<file path="src/rtl/alu_issue_ctrl.sv">
// Operand-issue FIFO and registered result capture around alu_top.
// Optional operand-1 forwarding from the last captured result: ALU_ISSUE_FWD_EN.
module alu_issue_ctrl #(
   parameter int DEPTH  = 4,
   parameter int DATA_W = 32,
   parameter int OP_W   = 5
) (
   input  logic                     clk,
   input  logic                     rst,
   input  logic                     req_valid,
   output logic                     req_ready,
   input  logic [DATA_W-1:0]        req_in_1,
   input  logic [DATA_W-1:0]        req_in_2,
   input  logic [OP_W-1:0]          req_aluop,
   input  logic                     req_fwd_1,
   output logic [DATA_W-1:0]        alu_in_1,
   output logic [DATA_W-1:0]        alu_in_2,
   output logic [OP_W-1:0]          alu_aluop,
   input  logic [DATA_W-1:0]        alu_out,
   output logic                     rsp_valid,
   input  logic                     rsp_ready,
   output logic [DATA_W-1:0]        rsp_data,
   output logic                     rsp_err,
   output logic [$clog2(DEPTH):0]   fifo_count
);

   localparam int AW = $clog2(DEPTH);
   localparam int CW = AW + 1;

   typedef enum logic {EMPTY, FULL} out_state_t;

   logic [DATA_W-1:0] mem_in_1 [DEPTH];
   logic [DATA_W-1:0] mem_in_2 [DEPTH];
   logic [OP_W-1:0]   mem_op   [DEPTH];
   logic [AW-1:0]     wr_ptr, rd_ptr;
   logic [CW-1:0]     count;
   out_state_t        state, state_nxt;
   logic              push, capture, head_valid, head_illegal;
   logic [OP_W-1:0]   head_op;
   logic [DATA_W-1:0] result;

`ifdef ALU_ISSUE_FWD_EN
   logic              mem_fwd [DEPTH];
   logic [DATA_W-1:0] last_result;
`else
   logic              fwd_unused;
   assign fwd_unused = req_fwd_1;
`endif

   function automatic logic op_legal(input logic [OP_W-1:0] op);
      return (op == OP_W'(1)) || (op == OP_W'(2)) ||
             ((op >= OP_W'(5)) && (op <= OP_W'(16)));
   endfunction

   // Ready ignores a same-cycle pop, so a full FIFO never accepts.
   assign req_ready    = !rst && (count < CW'(DEPTH));
   assign push         = req_valid && req_ready;
   assign head_valid   = (count != '0);
   assign head_op      = mem_op[rd_ptr];
   assign head_illegal = !op_legal(head_op);
   assign capture      = head_valid && ((state == EMPTY) || rsp_ready);
   assign result       = head_illegal ? '0 : alu_out;
   assign rsp_valid    = (state == FULL);
   assign fifo_count   = count;

   always_comb begin
      alu_in_1  = '0;
      alu_in_2  = '0;
      alu_aluop = '0;
      if (head_valid) begin
         alu_in_1  = mem_in_1[rd_ptr];
`ifdef ALU_ISSUE_FWD_EN
         if (mem_fwd[rd_ptr]) alu_in_1 = last_result;
`endif
         alu_in_2  = mem_in_2[rd_ptr];
         alu_aluop = head_illegal ? '0 : head_op;
      end
   end

   always_comb begin
      state_nxt = state;
      if (capture)
         state_nxt = FULL;
      else if ((state == FULL) && rsp_ready)
         state_nxt = EMPTY;
   end

   always_ff @(posedge clk) begin
      if (push) begin
         mem_in_1[wr_ptr] <= req_in_1;
         mem_in_2[wr_ptr] <= req_in_2;
         mem_op[wr_ptr]   <= req_aluop;
`ifdef ALU_ISSUE_FWD_EN
         mem_fwd[wr_ptr]  <= req_fwd_1;
`endif
      end
   end

   always_ff @(posedge clk) begin
      if (rst) begin
         wr_ptr <= '0;
         rd_ptr <= '0;
         count  <= '0;
      end else begin
         if (push)    wr_ptr <= wr_ptr + 1'b1;
         if (capture) rd_ptr <= rd_ptr + 1'b1;
         case ({push, capture})
            2'b10:   count <= count + 1'b1;
            2'b01:   count <= count - 1'b1;
            default: count <= count;
         endcase
      end
   end

   always_ff @(posedge clk) begin
      if (rst) begin
         state    <= EMPTY;
         rsp_data <= '0;
         rsp_err  <= 1'b0;
`ifdef ALU_ISSUE_FWD_EN
         last_result <= '0;
`endif
      end else begin
         state <= state_nxt;
         if (capture) begin
            rsp_data <= result;
            rsp_err  <= head_illegal;
`ifdef ALU_ISSUE_FWD_EN
            last_result <= result;
`endif
         end
      end
   end

endmodule

</file>
<file path="config.mk">
export PLATFORM = sky130hd
export DESIGN_NAME = alu_issue_ctrl
export DESIGN_NICKNAME = d
export VERILOG_FILES = /design/src/rtl/alu_issue_ctrl.sv
export SDC_FILE = /design/constraint.sdc
export NUM_CORES = 1
export LEC_CHECK = 0
export CORE_MARGIN = 4
export CORE_UTILIZATION = 50
export CTS_CLUSTER_SIZE = 12
export DETAILED_ROUTE_END_ITERATION = 6
export GPL_TIMING_DRIVEN = 1
export PLACE_DENSITY = 0.79
export SLEW_MARGIN = 25
export SYNTH_ARGS = -nofsm -noshare
export SYNTH_HDL_FRONTEND = slang
export SYNTH_SLANG_ARGS = --single-unit
</file>
<file path="constraint.sdc">
create_clock -name clk -period 9 [get_ports clk]
set_input_delay 2.25 -clock clk [delete_from_list [all_inputs] [get_ports clk]]
set_output_delay 2.25 -clock clk [all_outputs]
set_load 0.05 [all_outputs]
</file>
==> run_results.csv <==
group,metric,value,unit
setup_path,r2r-end,"rsp_data[27]",
setup_path,crit_arrival,4.37,ns
setup_path,slowest_delay,0.82,ns
floorplan,core_area,24200,um2
finish,nFillCells,1655,
floorplan,rows,57,
setup_path,crit_path_end_kind,"primary output",
setup_path,crit_type,"register to primary output",
floorplan,die_h,165,um
clocking,cts_hold_buf,0,
timing,timing.final.crit_period,6.62,ns
setup_path,critical_path_buf_inv_count,2,
yosys,synth_top_area_share,67.4,%
yosys,ys_seq_area_share,74.4,%
global_route,grt_overflow,0,
setup_path,cp-start-kind,"register",
timing,fin_tns_setup,0,ns
power,total_leakage_power,5.09,nW
timing,worst-slew-pin-transition,0.918,ns
timing,finClkSkew,0.0156,ns
timing,setup_viol,0,
global_route,antenna_found_initial,0,
power,peakVddDrop,0.235,mV
setup_path,reg2regPathDepth,7,
yosys,syn_nets,757,
setup_path,cp_slowest_cell,"buf_4",
global_route,grt_pass1_vias,6823,
routing,drt_iter0_drc,479,
floorplan,start_util,50.7,%
finish,multi_input_area,2970,um2
finish,antenna_cells,0,
routing,drc,0,
placed_design,port_buffers,211,
clocking,clockBufferDepth,3,
yosys,synth_seq_cells,319,
yosys,syn-cell-area,12300,um2
routing,vias,6455,
timing,rsz0062_at_grt,"no",
floorplan,die_w,165,um
setup_path,required,6.75,ns
timing,period_share,73.6,%
placed_design,numPlacedInstances,1153,
global_route,track_usage,18.0,%
timing,drv_slew,0,
routing,drt_wl_total,24300,um
clocking,numCtsBuffers,34,
global_route,grt_max_degree,70,
worst_hold_path,whs_endpoint,"rsp_err",
yosys,synth_warnings,0,
finish,drive_gt1_share,18.4,%
clocking,clk_latency,0.50,ns
clocking,cts_resized,0,
routing,wl_per_cell,20.1,um
clocking,post_cts_buffers,0,
timing,fmax,151,MHz
setup_path,worstPathCellList,"buf_4 > mux4_2 > or4b_1 > a21oi_2 > o21bai_1 > and3_1 > clkdlybuf4s50_1",
yosys,synth.top_cells.by_area,"edfxtp_1 (67%), mux4_2 (13%), dfxtp_1 (7.0%)",
power,power.density,309,nW/um2
yosys,synth_cell_type_count,32,
clocking,tritoncts,"done",
clocking,htreeDepth,2,
finish,regArea,9160,um2
worst_hold_path,holdCritPathClass,"register to register",
worst_hold_path,worstHoldStart,"rsp_err",
run,max-cap-violations,0,
run_status,outcome,"finished, final reports clean",
routing,vias_per_cell,5.35,
timing,fin_ws,2.38,ns
global_route,grt_pass1_wl,37700,um
floorplan,io_pins,213,
floorplan,die_area,27200,um2
routing,firstDrtPassIters,4,
clocking,clk_pin_slew,0.06,ns
clocking,cts-root-buf,"clkbuf_16",
setup_path,cp_max_fo,45,
worst_hold_path,min_path_cells,2,
yosys,yosysTopAreaCell,"edfxtp_1",
timing,whs,0.492,ns
setup_path,reg2reg_slack,5.52,ns
setup_path,crit_family,"buffers and inverters",
finish,final_cells,1206,
clocking,clock_sinks,319,
routing,antenna_left,0,
timing,hold_viol,0,
finish,finish.utilization,65.1,%
finish,area_delta_synth_final,28.4,%
timing,slew_headroom,38.8,%
placed_design,place.gp.congestion,0.679,
yosys,synthCells,645,
placed_design,dp_hpwl,14300,um
placed_design,place_worst_setup_slack,2.77,ns
finish,layout.nets,978,
yosys,synth.avg_cell_area,19.1,um2
==> cells in the mapped netlist <==
| cell | number |
|---|---|
| buf_6 | 4 |
| nand2b_1 | 2 |
| dfxtp_1 | 43 |
| o21bai_1 | 1 |
| nor2_1 | 73 |
| mux4_2 | 69 |
| and2_1 | 65 |
| nor2_2 | 1 |
| a21oi_1 | 3 |
| or2_2 | 1 |
| clkinv_1 | 1 |
| or4b_1 | 1 |
| nor4_2 | 30 |
| ha_1 | 5 |
| nand3b_1 | 1 |
| xor2_1 | 3 |
| and3_1 | 8 |
| nor3b_1 | 2 |
| fa_1 | 1 |
| a21oi_2 | 1 |
| edfxtp_1 | 276 |
| nor4_1 | 2 |
| buf_2 | 1 |
| buf_1 | 13 |
| xnor2_1 | 2 |
| clkbuf_1 | 20 |
| inv_1 | 6 |
| o21ai_0 | 1 |
| nand2_1 | 3 |
| nor3_1 | 1 |
| o31ai_1 | 3 |
| or3_1 | 2 |
==> area by class of cell <==
cell class                      count  area share [%]
Tap cell                          324            2.57
Timing Repair Buffer              223            14.3
Clock buffer                       43            5.74
Clock inverter                      9           0.436
Multi-Input combinational cell    281            18.8
Sequential cell                   319            58.0
Inverter                            7           0.166
==> how the worst max path moves through the flow <==
| stage | end | cells past startpoint | slack, ns | startpoint |
|---|---|---|---|---|
| 6_report | alu_aluop[2] | 7 | 2.38 | register |
| 5_1_grt | alu_aluop[1] | 7 | 1.93 | register |
| 4_1_cts | alu_aluop[2] | 7 | 2.23 | register |
| 3_5_place_dp | alu_aluop[2] | 7 | 2.77 | register |
| 3_3_place_gp | alu_aluop[2] | 7 | 2.81 | register |
| 2_1_floorplan | req_ready | 2 | 3.60 | rst |
==> power breakdown <==
group / internal [mW] / switching, mW
logic: 0.696 / 1.14
registers: 1.74 / 0.0813
clock network: 0.733 / 0.500
==> per-layer routing <==
layer  wire (um)  GRT usage [%]  vias up
li1            -              -     2962
met1        9730           22.8     3245
met2       11900           30.3      219
met3        2310           6.09       29
met4         386           4.35        0
met5           0              0        -
==> through the flow <==
step | instance area [um2] | power, mW
after floorplan | 12300 | 3.12
after global placement | 14700 | 3.67
after detailed placement | 14800 | 3.70
after CTS | 15800 | 4.95
after global routing | 15800 | 5.13
final | 15800 | 4.89
==> logic make-up after synthesis <==
logic type / share of synthesized area (%)
AOI/OAI and AO/OA: 0.478
xor gates and xnor gates: 0.356
adders and majority gates: 0.672
buffers and inverters: 1.63
DFF: 74.4
muxes: 12.6
and+or+nand+nor: 9.80
==> cells in the final DEF (no fill, tap or decap), drive strengths merged, types with 5 or more instances in the layout <==
master	count
nor4	32
clkbuf	43
clkdlybuf4s50	210
and2	65
dfxtp	43
buf	13
ha	5
edfxtp	276
clkinv	8
inv	7
and3	8
nor2	74
mux4	69
==> sequential cells by signal (all words and copies together) (netlist names), named ones only <==
register    flops
mem_in_1      128
mem_in_2      128
rsp_data       32
mem_op         20
fifo_count      3
rd_ptr          2
wr_ptr          2
rsp_err         1
rsp_valid       1
==> tightest hold or removal path, stage by stage, from the launching register on <==
cell and delay, ns:
dfxtp_1 0.31, nand3b_1 0.07, o31ai_1 0.06
No activity file was read; power rests on OpenSTA's default activity.
